<file path="src/rtl/ctech_clk_div_pkg.sv">
// Shared types and helpers for the clock-divider sequencer.
package ctech_clk_div_pkg;

    typedef enum logic [1:0] {
        IDLE  = 2'd0,
        RUN   = 2'd1,
        DRAIN = 2'd2,
        STOP  = 2'd3
    } state_e;

    localparam int unsigned MIN_RATIO = 2;

    // High-phase length of one output period: ceil(r/2).
    function automatic int unsigned hi_len(input int unsigned r);
        return (r + 1) / 2;
    endfunction

endpackage

</file>
<file path="src/rtl/ctech_clk_div_cnt.sv">
// Period counter for the clock divider: counts 0..ratio-1, flags the wrap and
// produces the next-cycle duty value for the clock flop d pin.
module ctech_clk_div_cnt
    import ctech_clk_div_pkg::*;
#(
    parameter int unsigned CNT_W = 8
) (
    input  logic             clk,
    input  logic             rst,
    input  logic             run,
    input  logic             active_nxt,
    input  logic [CNT_W-1:0] ratio,
    input  logic [CNT_W-1:0] ratio_nxt,
    output logic             wrap_c,
    output logic [CNT_W-1:0] cnt_nxt_c,
    output logic             duty_nxt_c
);

    logic [CNT_W-1:0] cnt;

    // Duty is judged against the ratio that will be in force next cycle, so a
    // ratio load at the wrap shapes the very first cycle of the new period.
    always_comb begin
        wrap_c     = (cnt == ratio - CNT_W'(1));
        cnt_nxt_c  = (!run || wrap_c) ? '0 : cnt + CNT_W'(1);
        duty_nxt_c = active_nxt && (cnt_nxt_c < CNT_W'(hi_len(32'(ratio_nxt))));
    end

    always_ff @(posedge clk) begin
        if (rst) begin
            cnt <= '0;
        end else begin
            cnt <= cnt_nxt_c;
        end
    end

endmodule

</file>
<file path="src/rtl/ctech_lib_clk_div_seq.sv">
// Divide-by-N sequencer for the clock-network flop (d/rstb) with glitch-free ratio
// handshake. Optional period counter output under CTECH_CLK_DIV_PERIOD_CNT_EN.
module ctech_lib_clk_div_seq
    import ctech_clk_div_pkg::*;
#(
    parameter int unsigned CNT_W     = 8,
    parameter int unsigned DEF_RATIO = 2
) (
    input  logic             clk,
    input  logic             rst,
    input  logic             div_en,
    input  logic             ratio_req,
    input  logic [CNT_W-1:0] ratio_val,
    output logic             ratio_ack,
    output logic             ff_d,
    output logic             ff_rstb,
    output logic             period_start,
    output logic             busy
`ifdef CTECH_CLK_DIV_PERIOD_CNT_EN
    ,
    output logic [15:0]      period_cnt
`endif
);

    state_e           state;
    state_e           state_nxt;
    logic [CNT_W-1:0] ratio;
    logic [CNT_W-1:0] ratio_nxt;
    logic [CNT_W-1:0] ratio_clamped;
    logic             ack_q;
    logic             req_ok;
    logic             load;
    logic             wrap;
    logic [CNT_W-1:0] cnt_nxt;
    logic             duty_nxt;
    logic             active_nxt;
    logic             busy_nxt;
    logic             ps_nxt;

    // A request still high during the ack cycle or the one after is the old one.
    assign req_ok        = ratio_req && !ratio_ack && !ack_q;
    assign ratio_clamped = (ratio_val < CNT_W'(MIN_RATIO)) ? CNT_W'(MIN_RATIO) : ratio_val;

    ctech_clk_div_cnt #(
        .CNT_W (CNT_W)
    ) u_cnt (
        .clk        (clk),
        .rst        (rst),
        .run        (state != IDLE),
        .active_nxt (active_nxt),
        .ratio      (ratio),
        .ratio_nxt  (ratio_nxt),
        .wrap_c     (wrap),
        .cnt_nxt_c  (cnt_nxt),
        .duty_nxt_c (duty_nxt)
    );

    always_ff @(posedge clk) begin
        if (rst) begin
            state <= IDLE;
        end else begin
            state <= state_nxt;
        end
    end

    // Transitions; a stop or reload that coincides with the wrap takes effect at once
    // so no extra old-ratio period is emitted.
    always_comb begin
        state_nxt = state;
        load      = 1'b0;
        case (state)
            IDLE: begin
                load = req_ok;
                if (div_en) state_nxt = RUN;
            end
            RUN: begin
                if (!div_en) begin
                    state_nxt = wrap ? IDLE : STOP;
                end else if (req_ok) begin
                    if (wrap) load = 1'b1;
                    else      state_nxt = DRAIN;
                end
            end
            DRAIN: begin
                if (wrap) begin
                    load      = 1'b1;
                    state_nxt = RUN;
                end
            end
            STOP: begin
                if (wrap) state_nxt = IDLE;
            end
            default: state_nxt = IDLE;
        endcase
    end

    always_comb begin
        ratio_nxt  = load ? ratio_clamped : ratio;
        active_nxt = (state_nxt != IDLE);
        busy_nxt   = (state_nxt == RUN) || (state_nxt == DRAIN);
        ps_nxt     = active_nxt && (cnt_nxt == '0);
    end

    always_ff @(posedge clk) begin
        if (rst) begin
            ratio        <= CNT_W'(DEF_RATIO);
            ratio_ack    <= 1'b0;
            ack_q        <= 1'b0;
            ff_d         <= 1'b0;
            ff_rstb      <= 1'b0;
            period_start <= 1'b0;
            busy         <= 1'b0;
        end else begin
            ratio        <= ratio_nxt;
            ratio_ack    <= load;
            ack_q        <= ratio_ack;
            ff_d         <= duty_nxt;
            ff_rstb      <= 1'b1;
            period_start <= ps_nxt;
            busy         <= busy_nxt;
        end
    end

`ifdef CTECH_CLK_DIV_PERIOD_CNT_EN
    // Saturating count of output periods since the last reset or ratio change.
    always_ff @(posedge clk) begin
        if (rst || ratio_ack) begin
            period_cnt <= '0;
        end else if (period_start && (period_cnt != 16'hFFFF)) begin
            period_cnt <= period_cnt + 16'd1;
        end
    end
`endif

endmodule

</file>
<file path="config.mk">
export PLATFORM = sky130hd
export DESIGN_NAME = ctech_lib_clk_div_seq
export DESIGN_NICKNAME = d
export VERILOG_FILES = /design/src/rtl/ctech_clk_div_pkg.sv /design/src/rtl/ctech_clk_div_cnt.sv /design/src/rtl/ctech_lib_clk_div_seq.sv
export SDC_FILE = /design/constraint.sdc
export NUM_CORES = 1
export LEC_CHECK = 0
export BUFFER_PORTS_ARGS = -buffer_cell sky130_fd_sc_hd__clkbuf_2
export CAP_MARGIN = 20
export CORE_ASPECT_RATIO = 1.2
export CORE_MARGIN = 1.5
export CORE_UTILIZATION = 54
export DETAILED_ROUTE_END_ITERATION = 12
export GPL_TIMING_DRIVEN = 1
export PLACE_DENSITY = 0.76
export SYNTH_ARGS = -nofsm -noshare
export SYNTH_HDL_FRONTEND = slang
export SYNTH_SLANG_ARGS = --single-unit
</file>
<file path="constraint.sdc">
create_clock -name clk -period 3.93 [get_ports clk]
set_clock_uncertainty 0.05 [all_clocks]
set_input_delay 0.1965 -clock clk [delete_from_list [all_inputs] [get_ports clk]]
set_output_delay 0.1965 -clock clk [all_outputs]
set_load 0.03 [all_outputs]
</file>
# ---- Word level (Yosys, flattened, before mapping)
# Cells that the tools add are included.
dict set report classes {
  add_sub_neg 3
  n_reduce_logical 13
  n_eq_ne 6
  n_lt_le_gt_ge 2
  n_mux 16
}
# op count
set op_table {}
lappend op_table {{8-bit 2-to-1 mux} 3}
lappend op_table {{2-bit 2-to-1 mux} 7}
lappend op_table {{8-bit by 1-bit adder with 9-bit output (second input constant)} 1}
lappend op_table {{8-bit by 1-bit adder with 8-bit output (second input constant)} 1}
lappend op_table {{8-bit equality test} 1}
lappend op_table {{8-bit zero test} 1}
lappend op_table {{8-bit by 2-bit less-than comparator with 1-bit output (second input constant)} 1}
lappend op_table {{8-bit less-than comparator} 1}
lappend op_table {{2-bit one-hot mux with 4 select lines} 1}
lappend op_table {{8-bit by 1-bit subtractor with 8-bit output (second input constant)} 1}
lappend op_table {{2-bit equality test (second input constant)} 3}
lappend op_table {{2-bit by 1-bit equality test with 1-bit output (second input constant)} 2}
lappend op_table {{1-bit logical AND} 4}
lappend op_table {{1-bit 2-to-1 mux} 4}
lappend op_table {{2-bit nonzero test} 2}
lappend op_table {{1-bit zero test} 3}
lappend op_table {{1-bit one-hot mux with 3 select lines} 1}
lappend op_table {{2-bit zero test} 1}
lappend op_table {{1-bit logical OR} 2}
dict set report word_totals {
  wordCells 49
  in_bits 12
  regBits 24
}

# ---- Depth between registers and ports, before layout
dict set report depth {
  word_depth 10
  mapped_depth 22
  mapped_depth_nobuf 20
}

# ---- Cells and area by module
# Synthesis repeated with hierarchy kept, for this count alone.
dict set report unflattened {
  cells_unflattened 190
  area_unflattened_um2 1696.6
}
# mod area_each_um2 n_inst cells_per_inst
set modules_own_cells {}
lappend modules_own_cells {ctech_clk_div_cnt 897.1 1 108}
lappend modules_own_cells {ctech_lib_clk_div_seq 799.5 1 82}

# ---- Worst setup path before layout
# No wires, ideal clock.
dict set report synth_timing {
  kind {reg2reg}
  from {reg ratio[0]}
  to {reg ff_d}
  setup_ns 0.079
  period_less_slack_ns 4.226
  required_time_ns 3.801
  arrival_ns 4.097
  slack_ns -0.296
  path_stages_with_launch 21
  path_cell_list {dfxtp_1 buf_6 or4_4 or4_1 o311a_2 a211oi_1 buf_2 o21ai_0 o21ai_0 ha_1 nand3_1 nor2_1 xnor2_1 o21ai_0 o21ai_0 ha_1 nand4_1 a21oi_1 and3b_1 mux2_2 a211oi_2}
}
dict set report synth_via {
  elab_chain_cells 10
  elab_cells_between_ends 20
  classes_between {2 x add/sub; 1 x order compare; 1 x eq/ne; 13 x mux; 3 x reduce/logical}
}
# item line_no
set synth_rtl {}
lappend synth_rtl {{start: declaration} ctech_lib_clk_div_seq.sv:27} ;# logic [CNT_W-1:0] ratio;
lappend synth_rtl {{start signal: assignment} ctech_lib_clk_div_seq.sv:106} ;# ratio <= CNT_W'(DEF_RATIO);
lappend synth_rtl {{start signal: assignment} ctech_lib_clk_div_seq.sv:114} ;# ratio <= ratio_nxt;
lappend synth_rtl {{8-bit by 1-bit subtractor with 8-bit output *} ctech_clk_div_cnt.sv:24} ;# wrap_c = (cnt == ratio - CNT_W'(1));
lappend synth_rtl {{8-bit equality test *} ctech_clk_div_cnt.sv:24}
lappend synth_rtl {{1-bit 2-to-1 mux *} {ctech_lib_clk_div_seq.sv:80, ctech_lib_clk_div_seq.sv:85}}
lappend synth_rtl {{1-bit 2-to-1 mux} ctech_lib_clk_div_seq.sv:79} ;# end else if (req_ok) begin
lappend synth_rtl {{1-bit 2-to-1 mux} ctech_lib_clk_div_seq.sv:77} ;# if (!div_en) begin
lappend synth_rtl {{1-bit one-hot mux with 3 select lines *} ctech_lib_clk_div_seq.sv:71} ;# case (state)
lappend synth_rtl {{8-bit 2-to-1 mux *} ctech_lib_clk_div_seq.sv:98} ;# ratio_nxt = load ? ratio_clamped : ratio;
lappend synth_rtl {{net ratio_nxt[1]} ctech_lib_clk_div_seq.sv:28} ;# logic [CNT_W-1:0] ratio_nxt;
lappend synth_rtl {{8-bit by 1-bit adder with 9-bit output *} ctech_clk_div_pkg.sv:15} ;# return (r + 1) / 2;
lappend synth_rtl {{8-bit less-than comparator *} ctech_clk_div_cnt.sv:26} ;# duty_nxt_c = active_nxt && (cnt_nxt_c < CNT_W'(hi_len(32'(ratio_nxt))));
lappend synth_rtl {{1-bit logical AND *} ctech_clk_div_cnt.sv:26}
lappend synth_rtl {{end signal: assignment} ctech_lib_clk_div_seq.sv:117} ;# ff_d <= duty_nxt;
lappend synth_rtl {{end: declaration} ctech_lib_clk_div_seq.sv:15} ;# output logic ff_d,
# Mark *: on every way through the listed nets, which the timed path passes. The rest lies on a longest branch.
# A chain may end at the register's enable or synchronous reset.

# ---- Worst setup path in the final report
dict set report layout_timing {
  from {reg ratio[1]}
  to {reg ff_d}
}
# The elaborated chain is that of the path after synthesis.

==> reports/results.ini <==
[finish]
diodes=0
nets=284
fin_cells=298
areaGrowthSynthToFinish_pct=18.7
fillers=275
drive_above_1_share_pct=26.4
final_cell_mix=buf_4, dfxtp_1, xnor2_1
mostFrequentLayoutCell=buf_4
final_core_util_pct=67.6
stdcell_area_um2=2270

[timing]
tightest_slew_ns=0.503
min_period_ns=3.87
max_freq_mhz=258
timing.final.crit_share_pct=98.5
setup-tns-final_ns=0
drv_slew=0
setup_viol=0
setup_slack_ns=0.0590
rsz0062_at_grt=yes
whs_ns=0.201
maxSlewHeadroom_pct=66.4
hold_viol_final=0

[worst_setup_path]
max_stage_delay_ns=0.53
r2r_start=ratio[1]
crit_fanout=3
cp_top_family=simple AND/OR/NAND/NOR gates
crit_start=ratio[1]
worst-path-buf-inv=1
arrival_ns=4.02
worst_ep_required_time_ns=4.08
path_class=reg2reg
crit_path_start_kind=flip-flop
crit_top_cell=or4_4
end_kind=flip-flop
crit_chain=or4_4 > or4_4 > o311a_4 > a211oi_4 > o211ai_1 > nand2_2 > ha_4 > nand3_2 > nor2_2 > buf_4 > a41oi_2 > ha_1 > nand4_1 > a21oi_1 > and3b_1 > mux2_2 > a211oi_2
slowest_stage=or4_4

[place]
io_buffers=16
place_area_um2=2140
place_ws_ns=-0.0612
dp.cells=290
gp_congestion=0.864
hpwl_um=3580

[worst_hold_path]
min_path_type=in2reg
hold_start=ratio_val[7]

[pwr]
pwr-share-seq_pct=31.2
p_comb_share_pct=51.5
p_per_area_nw_per_um2=442
p_sw_uw=407
swShare_pct=40.5
internal_power_uw=598
p_leak_nw=0.863
finalPower_mw=1.00
clockPowerShare_pct=17.3
ir_drop_mv=0.323

[detailed_routing]
viasPerCell=5.94
drt-initial-drc-count=94
vias=1770
wire_per_inst_um=15.8
drc=0
wl_um=4710
dr.pass1.iters=4
drtAntennaViolNets=0

[synthesis]
synth_area_um2=1920
post-synth-top-area-cell=dfxtp_1
syn_nets=257
ys_async_sr_fraction_pct=0
yosys_most_used_dff=dfxtp_1
synth_cell_types=51
synth_edf_count=0
synth_top_cells_by_area=dfxtp_1, xnor2_1, ha_1
ys_warn_count=0
seq_area_frac_synth_pct=25.1
postSynthAreaPerCell_um2=8.15
netlist.area_leader.share_pct=25.1
syn_inst=235
ys_ff_latch=24

[clock_tree]
htreeDepth=1
root_buffer=clkbuf_8
cts_buffers=3
clk_path_buf_depth=2
clkSlewWorstSetupHoldPaths_ns=0.09
cts_tree=done
cts_hold_buf=0
clock-sinks=24
worstSkewPairLatency_ns=0.27

[floorplanning]
core-area_um2=3370
rows=23
die_h_um=68.2
dieArea_um2=3920
die_x_um=57.4
pin_count=17
start_util_pct=56.9

[global_routing]
antenna_found_initial=0
gr-usage-all-layers_pct=25.2
grtUsageMet2_pct=42.9
grt_pass1_vias=1664
use_met3_pct=3.21
grt_use_met1_pct=31.4
grt_busiest_layer=met2
grt_overflow=0
grt_max_degree=22
grt_pass1_wl_um=7640

[status]
status=complete, no violations

[job]
max_cap_violations=0

-- final cells by class --
cell class | instances | area, um2 | share of cell area (%)
Sequential cell | 24 | 482 | 21.2
Clock buffer | 4 | 55.1 | 2.42
Inverter | 5 | 18.8 | 0.825
Tap cell | 37 | 46.3 | 2.04
Timing Repair Buffer | 40 | 260 | 11.4
Multi-Input combinational cell | 188 | 1410 | 62.1
-- synthesized netlist by cell type (2+ instances only) --
library cell and number:
mux2i_1 5, buf_2 2, nand3_1 15, xnor2_1 19, nor3_1 15, o211ai_1 2, o21ai_0 15, nand2_1 8
a31oi_1 2, and3_1 3, nand4b_1 3, or3b_2 2, and4_1 4, buf_6 4, a211oi_1 3, and2_1 5
nand4_1 4, and3b_1 2, nor2_1 16, nand2b_1 7, clkbuf_1 11, inv_1 5, xor2_1 7, ha_1 10
nor2b_1 4, dfxtp_1 24, a21oi_1 14
-- sequential cells by signal (all words and copies together), names as in the netlist --
register	flops
ratio	8
u_cnt.cnt	8
state	2
ack_q	1
busy	1
ff_d	1
ff_rstb	1
period_start	1
ratio_ack	1
-- kinds of logic (layout without fill, tap and decap cells) --
logic type / count (synthesis) / in the layout / synth area share, %
adders and majority gates: 10 / 10 / 6.53
buffers and inverters: 23 / 49 / 6.20
AOI/OAI and AO/OA: 49 / 49 / 17.5
DFF: 24 / 24 / 25.1
muxes: 7 / 7 / 3.79
xor gates and xnor gates: 26 / 26 / 11.9
and+or+nand+nor: 96 / 96 / 29.0
-- power by group through the flow --
| stage | sequential, mW | combinational [mW] | clock (mW) |
|---|---|---|---|
| after detailed placement | 0.318 | 0.483 | 0 |
| after global routing | 0.318 | 0.563 | 0.186 |
| final | 0.314 | 0.518 | 0.173 |
| after floorplan | 0.318 | 0.361 | 0 |
| after CTS | 0.312 | 0.500 | 0.177 |
| after global placement | 0.318 | 0.473 | 0 |
-- worst reg2reg max path: cells and delay by family (launching register included) --
kind | cells | cell delay, ns
AO/OA/AOI/OAI | 6 | 1.00
adder cells (fa/ha/maj) | 2 | 0.47
flip-flops | 1 | 0.32
multiplexers | 1 | 0.27
buffers and inverters | 1 | 0.12
AND/OR/NAND/NOR | 7 | 1.59
-- path summary, 6_finish.rpt --
kind              endpoint  slack (ns)  cells after the start
hold / removal    ratio[7]        0.20                      3
hold reg to reg      ack_q        0.44                      1
setup / recovery      ff_d        0.06                     17
setup reg to reg      ff_d        0.06                     17
-- what timing repair did --
| action | CTS | global route |
|---|---|---|
| buffers inserted | 2 | 2 |
| pin swaps | 6 | 7 |
| setup endpoints to repair | 1 | 1 |
| resized for setup | 2 | 8 |
-- per-layer routing --
metal / vias up / part of all wire (%)
met5: - / 0
met4: 0 / 2.1
met3: 11 / 4.3
met2: 43 / 47
met1: 813 / 46
li1: 903 / -
Note: power is estimated with default switching activity, not from simulation.
